**config.mk**
```make
export PLATFORM = sky130hd
export DESIGN_NAME = irrigation_scheduler
export DESIGN_NICKNAME = d
export VERILOG_FILES = /design/src/rtl/irrigation_scheduler.sv
export SDC_FILE = /design/constraint.sdc
export NUM_CORES = 1
export LEC_CHECK = 0
export BUFFER_PORTS_ARGS = -buffer_cell sky130_fd_sc_hd__buf_2
export CAP_MARGIN = 20
export CORE_MARGIN = 3
export CORE_UTILIZATION = 50
export CTS_CLUSTER_SIZE = 24
export DETAILED_ROUTE_END_ITERATION = 8
export GPL_TIMING_DRIVEN = 0
export PLACE_DENSITY_LB_ADDON = 0.3
export SYNTH_ARGS = -nofsm -noshare
export SYNTH_HDL_FRONTEND = slang
export SYNTH_SLANG_ARGS = --single-unit
```
**constraint.sdc**
```tcl
create_clock -name clk -period 2.6 [get_ports clk]
set_input_delay 0.52 -clock clk [delete_from_list [all_inputs] [get_ports clk]]
set_output_delay 0.52 -clock clk [all_outputs]
set_load 0.05 [all_outputs]
```
**src/rtl/irrigation_scheduler.sv**
```systemverilog
// Four-zone irrigation scheduler. Each scan compares every zone against low/high
// thresholds through an external 4-bit comparator and drives valves with hysteresis.
module irrigation_scheduler #(
   parameter int MAX_OPEN  = 2,
   parameter int MAX_SCANS = 200
) (
   input  logic        clk,
   input  logic        reset,
   input  logic        enable,
   input  logic [15:0] moisture,
   input  logic [3:0]  low_thr,
   input  logic [3:0]  high_thr,
   input  logic        fault_clr,
   output logic [3:0]  cmp_a,
   output logic [3:0]  cmp_b,
   input  logic        cmp_aeqb,
   input  logic        cmp_agtb,
   input  logic        cmp_altb,
   output logic [3:0]  valve,
   output logic        pump,
   output logic        scan_done,
   output logic        cfg_err,
   output logic [3:0]  fault,
   output logic [3:0]  deferred
);
   typedef enum logic [2:0] {
      S_IDLE  = 3'd0,
      S_CHECK = 3'd1,
      S_LOW   = 3'd2,
      S_HIGH  = 3'd3,
      S_DONE  = 3'd4
   } state_t;

   localparam logic [2:0] OPEN_LIMIT = 3'(MAX_OPEN);
   localparam logic [7:0] SCAN_LIMIT = 8'(MAX_SCANS);

   state_t          state, state_nxt;
   logic [1:0]      zone, zone_nxt;
   logic [3:0][3:0] snap_moist;
   logic [3:0]      snap_low, snap_high;
   logic            lt, lt_nxt;
   logic [3:0][7:0] on_cnt, on_cnt_nxt;
   logic [3:0]      valve_nxt, deferred_nxt, fault_nxt, new_fault;
   logic            cfg_err_nxt, load, abort;
   logic [3:0]      zone_val;

   function automatic logic [2:0] count_open(input logic [3:0] v);
      count_open = {2'b00, v[0]} + {2'b00, v[1]} + {2'b00, v[2]} + {2'b00, v[3]};
   endfunction

   assign zone_val = snap_moist[zone];
   assign abort    = (state != S_IDLE) && !enable;

   // Comparator operand selection, one comparison per cycle
   always_comb begin
      cmp_a = 4'd0;
      cmp_b = 4'd0;
      case (state)
         S_CHECK: begin cmp_a = snap_low; cmp_b = snap_high; end
         S_LOW:   begin cmp_a = zone_val; cmp_b = snap_low;  end
         S_HIGH:  begin cmp_a = zone_val; cmp_b = snap_high; end
         default: begin cmp_a = 4'd0;     cmp_b = 4'd0;      end
      endcase
   end

   // FSM state register
   always_ff @(posedge clk) begin
      if (reset) begin
         state <= S_IDLE;
         zone  <= 2'd0;
      end else begin
         state <= state_nxt;
         zone  <= zone_nxt;
      end
   end

   // FSM next-state
   always_comb begin
      state_nxt = state;
      zone_nxt  = zone;
      if (abort) begin
         state_nxt = S_IDLE;
         zone_nxt  = 2'd0;
      end else begin
         case (state)
            S_IDLE:  begin state_nxt = enable ? S_CHECK : S_IDLE; zone_nxt = 2'd0; end
            S_CHECK: begin state_nxt = cmp_altb ? S_LOW : S_DONE; zone_nxt = 2'd0; end
            S_LOW:   begin state_nxt = S_HIGH; zone_nxt = zone; end
            S_HIGH:  begin
               if (zone == 2'd3) begin
                  state_nxt = S_DONE;
                  zone_nxt  = 2'd0;
               end else begin
                  state_nxt = S_LOW;
                  zone_nxt  = zone + 2'd1;
               end
            end
            S_DONE:  begin state_nxt = S_CHECK; zone_nxt = 2'd0; end
            default: begin state_nxt = S_IDLE; zone_nxt = 2'd0; end
         endcase
      end
   end

   // Valve, deferral, on-time and fault update
   always_comb begin
      valve_nxt    = valve;
      deferred_nxt = deferred;
      cfg_err_nxt  = cfg_err;
      on_cnt_nxt   = on_cnt;
      new_fault    = 4'b0000;
      lt_nxt       = lt;
      load         = 1'b0;
      if (abort) begin
         valve_nxt  = 4'b0000;
         on_cnt_nxt = '0;
      end else begin
         case (state)
            S_IDLE:  load = enable;
            S_CHECK: begin
               if (cmp_altb) begin
                  cfg_err_nxt = 1'b0;
               end else begin
                  cfg_err_nxt  = 1'b1;
                  valve_nxt    = 4'b0000;
                  deferred_nxt = 4'b0000;
               end
            end
            S_LOW:   lt_nxt = cmp_altb;
            S_HIGH:  begin
               if (valve[zone]) begin
                  if (cmp_agtb || cmp_aeqb) begin
                     valve_nxt[zone] = 1'b0;
                  end else begin
                     valve_nxt[zone] = 1'b1;
                  end
               end else if (lt && !fault[zone]) begin
                  // Open count is taken before this zone, so lower zones win contention
                  if (count_open(valve) < OPEN_LIMIT) begin
                     valve_nxt[zone]    = 1'b1;
                     deferred_nxt[zone] = 1'b0;
                  end else begin
                     deferred_nxt[zone] = 1'b1;
                  end
               end else begin
                  valve_nxt[zone] = 1'b0;
               end
            end
            S_DONE:  begin
               load = 1'b1;
               for (int i = 0; i < 4; i++) begin
                  if (valve[i]) begin
                     on_cnt_nxt[i] = on_cnt[i] + 8'd1;
                     if ((on_cnt[i] + 8'd1) == SCAN_LIMIT) begin
                        valve_nxt[i] = 1'b0;
                        new_fault[i] = 1'b1;
                     end else begin
                        new_fault[i] = 1'b0;
                     end
                  end else begin
                     on_cnt_nxt[i] = 8'd0;
                  end
               end
            end
            default: load = 1'b0;
         endcase
      end
      fault_nxt = (fault_clr ? 4'b0000 : fault) | new_fault;
   end

   // Output and datapath registers
   always_ff @(posedge clk) begin
      if (reset) begin
         valve      <= 4'b0000;
         pump       <= 1'b0;
         scan_done  <= 1'b0;
         cfg_err    <= 1'b0;
         fault      <= 4'b0000;
         deferred   <= 4'b0000;
         on_cnt     <= '0;
         lt         <= 1'b0;
         snap_moist <= '0;
         snap_low   <= 4'd0;
         snap_high  <= 4'd0;
      end else begin
         valve     <= valve_nxt;
         pump      <= |valve_nxt;
         scan_done <= (state_nxt == S_DONE);
         cfg_err   <= cfg_err_nxt;
         fault     <= fault_nxt;
         deferred  <= deferred_nxt;
         on_cnt    <= on_cnt_nxt;
         lt        <= lt_nxt;
         if (load) begin
            snap_moist <= moisture;
            snap_low   <= low_thr;
            snap_high  <= high_thr;
         end
      end
   end
endmodule

```
==> metrics.log <==
INFO  metric run_status = completed
INFO  metric worstSetupEndpoint = cmp_a[3]
INFO  metric end_of_the_worst_register_to_register_path = pump
INFO  metric drtIter0Drc = 241
INFO  metric slew_viol_final = 0
INFO  metric num_vias = 3,856
INFO  metric syn_to_final_growth = 14.90%
INFO  metric worstMarginPinSlew = 581.9 ps
INFO  metric average_detailed_routed_wire_length_per_instance = 14.53 um
INFO  metric worst_slew_margin_rel = 0.6085
INFO  metric finalSetupTns = 0 ps
INFO  metric post_cts_repair_timing_setup_buffer_count = 0
INFO  metric globalplace.congestion = 0.9157
INFO  metric layoutNonFillerInstCount = 687
INFO  metric synthesis.area_per_instance = 7.577 sq um
INFO  metric syn-cell-area = 3955 sq um
INFO  metric reg2reg_from = valve[0]
INFO  metric worstSetupStartpointType = flop
INFO  metric total_switching_power = 0.5797 mW
INFO  metric synth_top_area_cell = dfxtp_1
INFO  metric cp.arrival = 1950 ps
INFO  metric grt_usage = 0.2392
INFO  metric postSynthRegisterBits = 77
INFO  metric timing_worst_setup_path_type = flop to output port
INFO  metric clock_path_buffers = 2
INFO  metric core_area = 7447 sq um
INFO  metric cts-root-buf = clkbuf_8
INFO  metric stdcell_area = 4544 sq um
INFO  metric clock_skew = 8.280 ps
INFO  metric final_common_cell = nand2_1
INFO  metric antenna_diodes = 0
INFO  metric ys.warnings.count = 0
INFO  metric number_of_synthesized_flops_with_an_enable_pin = 0
INFO  metric ir_worst_vdd = 327.7 uV
INFO  metric detailed_place_hpwl = 7392 um
INFO  metric final.setup.worst_slack = 131.6 ps
INFO  metric worst-r2r-cell-count = 7
INFO  metric grt_pass1_wl = 17,040 um
INFO  metric worst_hold_class = input port to flop
INFO  metric fin_crit = 2468 ps
INFO  metric mostFrequentLayoutCells = nand2_1 (101), dfxtp_1 (76), nor2_1 (72)
INFO  metric ys_top_cells_by_area = dfxtp_1 (39%), nand2_1 (9.6%), a21oi_1 (8.9%)
INFO  metric multi_input_comb_area = 2256 sq um
INFO  metric synthCells = 522
INFO  metric drt-total-wl = 9981 um
INFO  metric max_freq = 405.1 MHz
INFO  metric clkTransAtPathRegs = 80 ps
INFO  metric worst_setup_path_end_kind = output port
INFO  metric grt_antenna_before_repair = 0
INFO  metric finalSetupViolCount = 0
INFO  metric boundaryPins = 54
INFO  metric fp-row-count = 31
INFO  metric post_detailed_route_drc_marker_count = 0
INFO  metric power_per_cell_area = 520.9 nW/um^2
INFO  metric seqCellArea = 1543 sq um
INFO  metric power_frac_comb = 0.081
INFO  metric total_nets_after_synthesis = 562
INFO  metric dp_cells = 672
INFO  metric number_of_port_buffers = 51
INFO  metric internal_power = 1.788 mW
INFO  metric sequential_share_of_power = 0.515
INFO  metric grt_start_max_net_pins = 13
INFO  metric detailed_place.area = 4334 sq um
INFO  metric fraction_of_final_layout_cells_with_drive_strength_greater_than_1 = 0.1412
INFO  metric htree_num_levels = 3
INFO  metric cts_num_sinks = 77
INFO  metric dr_vias_cell = 5.613
INFO  metric synth_top_flop_cell = dfxtp_1
INFO  metric final.fill_count = 686
INFO  metric nNetsFinal = 623
INFO  metric rsz_0062_raised_after_global_routing = no
INFO  metric floorplan.die.width = 94.94 um
INFO  metric drt-pass1-iter-count = 5
INFO  metric async_reset_ff_frac = 0
INFO  metric post-synth-top-area-fraction = 0.3898
INFO  metric numCtsBuffers = 9
INFO  metric die_height = 94.94 um
INFO  metric hp-start = cmp_altb
INFO  metric critPathRequiredTime = 2080 ps
INFO  metric tritoncts = built
INFO  metric routed_antenna_nets = 0
INFO  metric period_share = 0.9494
INFO  metric static_leakage_power = 1.763 nW
INFO  metric sw_ratio = 0.2449
INFO  metric finalHoldWorstSlack = 375.9 ps
INFO  metric timing.max_cap.violations = 0
INFO  metric regToRegSetupSlack = 290 ps
INFO  metric floorplan.die_area = 9014 sq um
INFO  metric insertion_delay = 340 ps
INFO  metric synth_cell_types = 53
INFO  metric critical_path_peak_fanout = 10
INFO  metric first_global_vias = 3,562
INFO  metric overflow = 0
INFO  metric effective_utilization_at_floorplan = 0.5311
INFO  metric preCtsSetupSlack = 171.9 ps
INFO  metric finalPower = 2.367 mW
INFO  metric clock_power_share = 0.404
INFO  metric worst_setup_path_startpoint = zone[0]
INFO  metric seq_area_frac_synth = 0.3898
INFO  metric core_occupancy_in_the_finished_layout = 0.6102
INFO  metric hold_viol_final = 0
## state kept, by name (all words and copies together), names as in the netlist, 2 cells and up
name / count
on_cnt: 32
fault: 4
state: 3
valve: 4
snap_moist: 16
zone: 2
snap_low: 4
deferred: 4
snap_high: 4
## layer usage
layer  share of wire  vias up  track usage
li1                -     1935            -
met1            0.47     1800       0.3266
met2            0.46      109       0.3787
met3           0.054       12      0.04622
met4           0.013        0      0.08053
met5               0        -            0
## worst min-delay path by stage
stage                endpoint  slack, ps  depth (start not counted)
2_1_floorplan   snap_moist[4]        430                          2
3_3_place_gp   snap_moist[11]        440                          2
3_5_place_dp    snap_moist[7]        450                          2
4_1_cts               cfg_err        370                          2
5_1_grt               cfg_err        380                          2
6_report              cfg_err        380                          2
## final cells by class
cell class | instances | area share
clock inverters | 3 | 0.009361
inverters | 10 | 0.008260
repair buffers | 51 | 0.05617
plain buffers | 28 | 0.02588
clock buffers | 13 | 0.03717
well taps | 99 | 0.02726
multi-input cells | 406 | 0.4964
flip-flops and latches | 77 | 0.3395
## cell usage after synthesis (all sizes together), types with 4 or more instances
cell,n
clkbuf,23
nand2,101
nand3,20
xor2,5
o21ai,20
nor3,23
dfxtp,77
a22oi,7
nand2b,4
nor2,72
nor4,6
a21oi,71
xnor2,4
and3,8
ha,8
buf,6
nand3b,6
mux4,4
inv,10
mux2,4
## cell families (layout without fill, tap and decap cells)
| family | after synthesis | after routing | share of synthesized area |
|---|---|---|---|
| xor+xnor | 9 | 9 | 0.01993 |
| mux | 10 | 10 | 0.04713 |
| fa+ha+maj | 9 | 9 | 0.03037 |
| simple gates | 255 | 255 | 0.2892 |
| buf+inv | 39 | 105 | 0.03986 |
| flops | 77 | 77 | 0.3898 |
| compound gates | 123 | 123 | 0.1838 |
## power groups by stage
stage	registers [mW]	logic [mW]	clock network, mW
2_1_floorplan	1.25	0.121	0
3_3_place_gp	1.25	0.186	0
3_5_place_dp	1.25	0.191	0
4_1_cts	1.22	0.191	0.966
5_1_grt	1.22	0.214	1.03
6_report	1.22	0.192	0.956
## repair_timing
item,4_1_cts,5_1_grt
hold buffers,0,0
setup endpoints to repair,0,4
gates resized for setup,0,2
## worst max-delay path, cell delays in order, from the launching register on
cell and delay, ps:
dfxtp_2 380, buf_6 180, mux4_1 590, a21oi_1 170
nor2_1 60, buf_2 230
Power figures use the tool's default switching activity.
